===== config.mk =====
export PLATFORM = sky130hd
export DESIGN_NAME = cbuf_write_arbiter
export DESIGN_NICKNAME = d
export VERILOG_FILES = /design/src/rtl/cbuf_write_arbiter_pkg.sv /design/src/rtl/cbuf_write_arbiter_rr_pick.sv /design/src/rtl/circullar_buffer.sv /design/src/rtl/cbuf_write_arbiter.sv
export SDC_FILE = /design/constraint.sdc
export NUM_CORES = 2
export LEC_CHECK = 0
export BUFFER_PORTS_ARGS = -buffer_cell sky130_fd_sc_hd__clkbuf_2
export CAP_MARGIN = 20
export CORE_MARGIN = 5
export CORE_UTILIZATION = 35
export CTS_CLUSTER_SIZE = 25
export DETAILED_ROUTE_END_ITERATION = 16
export GPL_ROUTABILITY_DRIVEN = 0
export GPL_TIMING_DRIVEN = 0
export PLACE_DENSITY_LB_ADDON = 0.05
export SETUP_SLACK_MARGIN = 0.5
export SLEW_MARGIN = 20
export SYNTH_ARGS = -nofsm -noshare
export SYNTH_HDL_FRONTEND = slang
export SYNTH_SLANG_ARGS = --single-unit

===== constraint.sdc =====
create_clock -name i_clk -period 7.7 [get_ports i_clk]
set_input_delay 0.385 -clock i_clk [delete_from_list [all_inputs] [get_ports i_clk]]
set_output_delay 0.385 -clock i_clk [all_outputs]
set_load 0.005 [all_outputs]

===== src/rtl/cbuf_write_arbiter_pkg.sv =====
// cbuf_write_arbiter_pkg
//   Shared types and helpers for the circular-buffer write arbiter.
//   state_t : arbiter FSM encoding (S_IDLE / S_BURST)
//   u_log2  : ceil(log2(v)), never less than 1, so counters stay at least 1 bit wide
package cbuf_write_arbiter_pkg;

    typedef enum logic {
        S_IDLE  = 1'b0,
        S_BURST = 1'b1
    } state_t;

    function automatic int u_log2(input int v);
        int r;
        r = 1;
        while ((1 << r) < v) r++;
        return r;
    endfunction

endpackage


===== src/rtl/cbuf_write_arbiter_rr_pick.sv =====
// rr_pick
//   Combinational round-robin selector. Returns the first set bit of i_valid
//   searching upward from i_last+1, wrapping modulo N_REQ.
// Ports
//   i_valid  per-requester valid vector
//   i_last   index granted most recently
//   o_idx    selected index (0 when nothing is valid)
//   o_any    any bit of i_valid set
module rr_pick #(
    parameter int N_REQ = 4,
    parameter int IDX_W = 2
) (
    input  logic [N_REQ-1:0] i_valid,
    input  logic [IDX_W-1:0] i_last,
    output logic [IDX_W-1:0] o_idx,
    output logic             o_any
);

    logic [31:0] w_cand;

    // Walk the offsets from farthest to nearest, so the nearest valid
    // candidate is the last one assigned and therefore wins.
    always_comb begin
        o_idx  = '0;
        w_cand = '0;
        for (int k = N_REQ; k >= 1; k--) begin
            w_cand = (32'(i_last) + 32'(k)) % 32'(N_REQ);
            if (i_valid[w_cand[IDX_W-1:0]]) o_idx = w_cand[IDX_W-1:0];
        end
    end

    assign o_any = |i_valid;

endmodule


===== src/rtl/circullar_buffer.sv =====
// circullar_buffer
//   Single-clock FIFO ring. Holds BUFFER_SIZE-1 words because one slot is
//   kept empty to tell full from empty. BUFFER_SIZE must be a power of two,
//   so the pointers wrap naturally.
// Ports
//   i_clk, i_rst_n       clock, async active-low reset (empties the ring)
//   i_write_en, i_data   push a word
//   i_read_en            pop the head word
//   o_data               head word, combinational (stale when empty)
//   o_level              occupancy
//   o_overrun            push on a full ring with no pop; the word is dropped
//   o_underrun           pop on an empty ring; the pointer does not move
module circullar_buffer
    import cbuf_write_arbiter_pkg::*;
#(
    parameter int DATA_WIDTH  = 8,
    parameter int BUFFER_SIZE = 256
) (
    input  logic                               i_clk,
    input  logic                               i_rst_n,
    input  logic                               i_write_en,
    input  logic                               i_read_en,
    input  logic [DATA_WIDTH-1:0]              i_data,
    output logic [DATA_WIDTH-1:0]              o_data,
    output logic [u_log2(BUFFER_SIZE)-1:0]     o_level,
    output logic                               o_overrun,
    output logic                               o_underrun
);

    localparam int AW = u_log2(BUFFER_SIZE);

    logic [DATA_WIDTH-1:0] r_mem [BUFFER_SIZE];
    logic [AW-1:0]         r_wr_ptr;
    logic [AW-1:0]         r_rd_ptr;
    logic                  w_full;
    logic                  w_empty;
    logic                  w_do_wr;
    logic                  w_do_rd;

    assign o_level = r_wr_ptr - r_rd_ptr;
    assign w_full  = (o_level == AW'(BUFFER_SIZE - 1));
    assign w_empty = (o_level == '0);

    // A push on a full ring is accepted only when a pop frees a slot in
    // the same cycle.
    assign w_do_wr    = i_write_en & (~w_full | i_read_en);
    assign w_do_rd    = i_read_en & ~w_empty;
    assign o_overrun  = i_write_en & w_full & ~i_read_en;
    assign o_underrun = i_read_en & w_empty;
    assign o_data     = r_mem[r_rd_ptr];

    always_ff @(posedge i_clk) begin
        if (w_do_wr) r_mem[r_wr_ptr] <= i_data;
    end

    always_ff @(posedge i_clk or negedge i_rst_n) begin
        if (!i_rst_n) begin
            r_wr_ptr <= '0;
            r_rd_ptr <= '0;
        end else begin
            if (w_do_wr) r_wr_ptr <= r_wr_ptr + 1'b1;
            if (w_do_rd) r_rd_ptr <= r_rd_ptr + 1'b1;
        end
    end

endmodule


===== src/rtl/cbuf_write_arbiter.sv =====
// cbuf_write_arbiter
//   Round-robin arbiter that shares one circullar_buffer write port between
//   N_REQ producers. Each grant accepts at most MAX_BURST words. The buffer
//   read side is presented as a valid/ready stream. The arbiter drives both
//   buffer enables, so neither overrun nor underrun happens in normal use.
// Ports
//   i_clk, i_rst_n   clock, async active-low reset (also resets the buffer)
//   i_wr_valid       per-requester word valid
//   i_wr_data        requester i at [i*DATA_WIDTH +: DATA_WIDTH]
//   o_wr_ready       per-requester accept, at most one bit high
//   o_rd_valid       buffer non-empty
//   o_rd_data        buffer head word
//   i_rd_ready       consumer accept
//   o_level          buffer occupancy
//   o_grant          one-hot current grant, zero while idle
//   o_fault          sticky: the buffer saw an overrun or underrun
module cbuf_write_arbiter
    import cbuf_write_arbiter_pkg::*;
#(
    parameter int DATA_WIDTH  = 8,
    parameter int BUFFER_SIZE = 256,
    parameter int N_REQ       = 4,
    parameter int MAX_BURST   = 4
) (
    input  logic                              i_clk,
    input  logic                              i_rst_n,
    input  logic [N_REQ-1:0]                  i_wr_valid,
    input  logic [N_REQ*DATA_WIDTH-1:0]       i_wr_data,
    output logic [N_REQ-1:0]                  o_wr_ready,
    output logic                              o_rd_valid,
    output logic [DATA_WIDTH-1:0]             o_rd_data,
    input  logic                              i_rd_ready,
    output logic [u_log2(BUFFER_SIZE)-1:0]    o_level,
    output logic [N_REQ-1:0]                  o_grant,
    output logic                              o_fault
);

    localparam int BURST_W = u_log2(MAX_BURST);
    localparam int IDX_W   = u_log2(N_REQ);
    localparam int LVL_W   = u_log2(BUFFER_SIZE);

    state_t               r_state, w_state_nxt;
    logic [IDX_W-1:0]     r_idx,   w_idx_nxt;
    logic [IDX_W-1:0]     r_last,  w_last_nxt;
    logic [BURST_W-1:0]   r_cnt,   w_cnt_nxt;
    logic                 r_fault;

    logic [IDX_W-1:0]     w_pick_idx;
    logic                 w_pick_any;
    logic [LVL_W-1:0]     w_level;
    logic                 w_rd_fire;
    logic                 w_wr_fire;
    logic                 w_full;
    logic                 w_in_burst;
    logic                 w_gnt_valid;
    logic [DATA_WIDTH-1:0] w_wr_data;
    logic                 w_overrun;
    logic                 w_underrun;

    rr_pick #(
        .N_REQ (N_REQ),
        .IDX_W (IDX_W)
    ) u_rr_pick (
        .i_valid (i_wr_valid),
        .i_last  (r_last),
        .o_idx   (w_pick_idx),
        .o_any   (w_pick_any)
    );

    circullar_buffer #(
        .DATA_WIDTH  (DATA_WIDTH),
        .BUFFER_SIZE (BUFFER_SIZE)
    ) u_buf (
        .i_clk      (i_clk),
        .i_rst_n    (i_rst_n),
        .i_write_en (w_wr_fire),
        .i_read_en  (w_rd_fire),
        .i_data     (w_wr_data),
        .o_data     (o_rd_data),
        .o_level    (w_level),
        .o_overrun  (w_overrun),
        .o_underrun (w_underrun)
    );

    // Read only from a non-empty buffer: a pop on empty would return a
    // stale word even if a push lands in the same cycle.
    assign o_rd_valid = (w_level != '0);
    assign w_rd_fire  = o_rd_valid & i_rd_ready;
    assign o_level    = w_level;

    // A concurrent pop frees a slot, so a full buffer may still take a word.
    assign w_full      = (w_level == LVL_W'(BUFFER_SIZE - 1)) & ~w_rd_fire;
    assign w_in_burst  = (r_state == S_BURST);
    assign w_gnt_valid = i_wr_valid[r_idx];
    assign o_grant     = w_in_burst ? (N_REQ'(1) << r_idx) : '0;
    assign o_wr_ready  = o_grant & {N_REQ{~w_full}};
    assign w_wr_fire   = w_in_burst & w_gnt_valid & ~w_full;
    assign w_wr_data   = i_wr_data[r_idx*DATA_WIDTH +: DATA_WIDTH];
    assign o_fault     = r_fault;

    always_ff @(posedge i_clk or negedge i_rst_n) begin
        if (!i_rst_n) begin
            r_state <= S_IDLE;
            r_idx   <= '0;
            r_last  <= IDX_W'(N_REQ - 1);
            r_cnt   <= '0;
            r_fault <= 1'b0;
        end else begin
            r_state <= w_state_nxt;
            r_idx   <= w_idx_nxt;
            r_last  <= w_last_nxt;
            r_cnt   <= w_cnt_nxt;
            r_fault <= r_fault | w_overrun | w_underrun;
        end
    end

    // A burst also ends when the requester drops valid after its last word;
    // that is seen one cycle later as valid low, costing one dead cycle.
    // While full the grant holds with the count frozen.
    always_comb begin
        w_state_nxt = r_state;
        w_idx_nxt   = r_idx;
        w_last_nxt  = r_last;
        w_cnt_nxt   = r_cnt;
        case (r_state)
            S_IDLE: begin
                if (w_pick_any) begin
                    w_idx_nxt   = w_pick_idx;
                    w_last_nxt  = w_pick_idx;
                    w_cnt_nxt   = '0;
                    w_state_nxt = S_BURST;
                end
            end
            S_BURST: begin
                if (!w_gnt_valid) begin
                    w_state_nxt = S_IDLE;
                end else if (w_wr_fire) begin
                    if (r_cnt == BURST_W'(MAX_BURST - 1)) begin
                        w_cnt_nxt   = '0;
                        w_state_nxt = S_IDLE;
                    end else begin
                        w_cnt_nxt = r_cnt + 1'b1;
                    end
                end
            end
            default: w_state_nxt = S_IDLE;
        endcase
    end

endmodule

==> impl_metrics.tcl <==
set metrics [dict create \
    crit_type "reg -> out" \
    io_pins 65 \
    met3_length_mm 34.64 \
    ys_warn_count 0 \
    drc 0 \
    first_iter_violations 7897 \
    place_hpwl_mm 253.7 \
    cts_tree "built" \
    clk_latency_ns 0.90 \
    worstPathArrival_ns 6.81 \
    hold_class "in -> async" \
    syn_area_um2 81390 \
    syn-num-nets 4089 \
    post-route-period-util_pct 93.40 \
    firstDrtPassIters 6 \
    grtUsageTotal_pct 30.49 \
    path_max_fanout 11 \
    synthFlopType "edfxtp_1" \
    power_density_nw_per_um2 459.8 \
    tightest_slew_ns 1.345 \
    overflow 0 \
    timing.rr.end "u_buf.r_mem[159][7]" \
    cts_buffers 224 \
    p_leak_nw 30.36 \
    design.core.area_um2 232100 \
    hold_viol_final 0 \
    slew_violations 0 \
    endpoint_kind "output pin" \
    endpoint "o_rd_data[4]" \
    vias_per_cell 6.167 \
    r2r_setup_slack_ns 0.60 \
    drive_gt1_share_pct 25.28 \
    clkTransAtPathRegs_ns 0.06 \
    num_rows 177 \
    area_growth_pct 16.94 \
    wirelength_mm 376.9 \
    numPortBuffers 63 \
    timing.rr.start "u_buf.r_rd_ptr[1]" \
    min_period_ns 7.192 \
    die_w_um 492.2 \
    clkSinkCount 2072 \
    cts_setup_buffers 0 \
    synth_edf_count 2048 \
    cp-start-kind "register" \
    fin_skew_ns 0.04488 \
    synthDistinctLibCells 73 \
    startpoint "u_buf.r_rd_ptr[1]" \
    power_w 0.04376 \
    fillCellCount 20600 \
    antenna_found_initial 46 \
    synth_area_leaders "edfxtp_1, mux4_2, mux2i_1" \
    grt_first_pass_wirelength_mm 477.3 \
    die_height_um 492.2 \
    grt_setup_unrepaired "yes" \
    layout_common_cells "edfxtp_1, mux4_2, nor2_1" \
    tns_ns 0 \
    top_layer_used "met5" \
    wire_per_inst_um 49.06 \
    synth_seq_area_share_pct 76.31 \
    die-area_um2 242300 \
    wl_met1_mm 155.3 \
    cts_max_level 4 \
    max-cap-violations 0 \
    yosys.area.top_type "edfxtp_1" \
    cts_buffer_depth 3 \
    async_reset_ff_share_pct 1.158 \
    dr_wl_met2_mm 167.2 \
    ir_worst_vdd_mv 0.3055 \
    ant_nets 0 \
    syn_avg_cell_area_um2 20.16 \
    final_common_cell "edfxtp_1" \
    setup_viol 0 \
    cp.required_ns 7.32 \
    via_count 47380 \
    grt_pass1_vias 44220 \
    maxSlewHeadroom_pct 10.34 \
    cts-root-buf "clkbuf_16" \
    ys_ff_latch 2072 \
    fin_nets 4483 \
    status "finished clean" \
    start_util_pct 35.07 \
    synth_cells 4036 \
    rr_worst_depth 15 \
    fmax_ghz 0.1390 \
    grt_max_degree 69 \
    yosysTopAreaCellShare_pct 75.56 \
]
registers in the layout, indices dropped and copies added, names as in the netlist:
register	cells
u_buf.r_mem	2048
r_idx	2
o_fault	1
u_buf.r_wr_ptr	8
r_cnt	2
r_state	1
u_buf.r_rd_ptr	8
r_last	2
cell usage after synthesis, drive strengths merged (9+ instances only):
library cell,count
edfxtp,2048
mux4,423
nor2,309
mux2i,231
buf,145
clkbuf,105
a21oi,104
a22oi,96
nand2,90
o21ai,65
nor3,34
nand3,33
a221oi,32
o22ai,29
dfrtp,22
o221ai,20
a211oi,18
nor2b,17
xnor2,17
mux2,16
a31oi,15
a221o,13
ha,13
inv,13
nand4,11
o211ai,10
a22o,9
and2,9
how the worst min path moves through the flow:
| stage | from | end | slack (ns) | depth (start not counted) |
|---|---|---|---|---|
| after CTS | i_rd_ready | u_buf.r_rd_ptr[3] | 0.02 | 3 |
| after global placement | o_fault | o_fault | 0.48 | 1 |
| after floorplan | i_rst_n | o_fault | 0.09 | 0 |
| after detailed placement | i_rst_n | r_idx[1] | 0.49 | 1 |
| after global routing | i_rd_ready | u_buf.r_rd_ptr[3] | 0.08 | 3 |
| final | i_rst_n | r_idx[1] | 0.09 | 2 |
power breakdown:
| group | internal (W) | switching, W | leakage, nW |
|---|---|---|---|
| registers | 0.0143 | 0.0000855 | 18.7 |
| clock network | 0.00585 | 0.00472 | 3.46 |
| logic | 0.00501 | 0.0138 | 8.21 |
| total | 0.0252 | 0.0186 | 30.4 |
per-stage QoR:
step	hold WS, ns	cells	util, %	area [µm²]	setup slack [ns]
2_1_floorplan	0.08941	4036	-	81390	3.676
3_3_place_gp	0.4817	7142	36.84	85510	-0.9146
3_5_place_dp	0.4853	7239	37.92	88020	0.3375
4_1_cts	0.01584	7667	40.98	95120	0.5137
5_1_grt	0.07557	7670	40.99	95140	0.3997
6_report	0.09438	7683	41.01	95180	0.5082
critical path, cell delays in order, from the launching register on:
cell and delay, ns:
dfrtp_1 0.43, buf_2 0.27, buf_2 0.58, buf_2 0.98, buf_2 0.99, mux4_2 0.43, a22oi_1 0.22, a21oi_1 0.25
o311ai_1 0.99, o31ai_1 0.44, clkbuf_2 0.23
cell families (layout without fill, tap and decap cells):
logic type,count (synthesis),count (layout),share of synthesized area [%]
flops,2072,2072,76.31
mux,670,670,14.77
simple gates,542,542,2.883
compound gates,455,455,3.791
buf+inv,264,853,1.823
xor+xnor,19,19,0.2045
fa+ha+maj,14,14,0.2245
other cells,0,15,0
layer usage:
metal  global-route usage [%]  vias to the layer above
met3                    6.578                      640
met4                    13.30                        6
met5                        0                        -
li1                         -                    17570
met1                    42.92                    26260
met2                    45.86                     2907
area by class of cell:
class | count | area [µm²] | area share, %
tap | 3043 | 3807 | 4.000
antenna | 15 | 37.54 | 0.03944
inverter | 14 | 52.55 | 0.05521
buffer | 250 | 1559 | 1.638
timing repair buffer | 168 | 2696 | 2.833
clock buffer | 284 | 5892 | 6.191
clock inverter | 137 | 1129 | 1.186
sequential | 2072 | 62100 | 65.25
multi-input combinational | 1700 | 17900 | 18.81
what timing repair did:
| item | 4_1_cts | 5_1_grt |
|---|---|---|
| setup endpoints to repair | 121 | 72 |
| hold buffers | 7 | 0 |
| endpoints found under the hold margin | 29 | 0 |
| resized for setup | 4 | 1 |
Note: power is estimated with default switching activity, not from simulation.
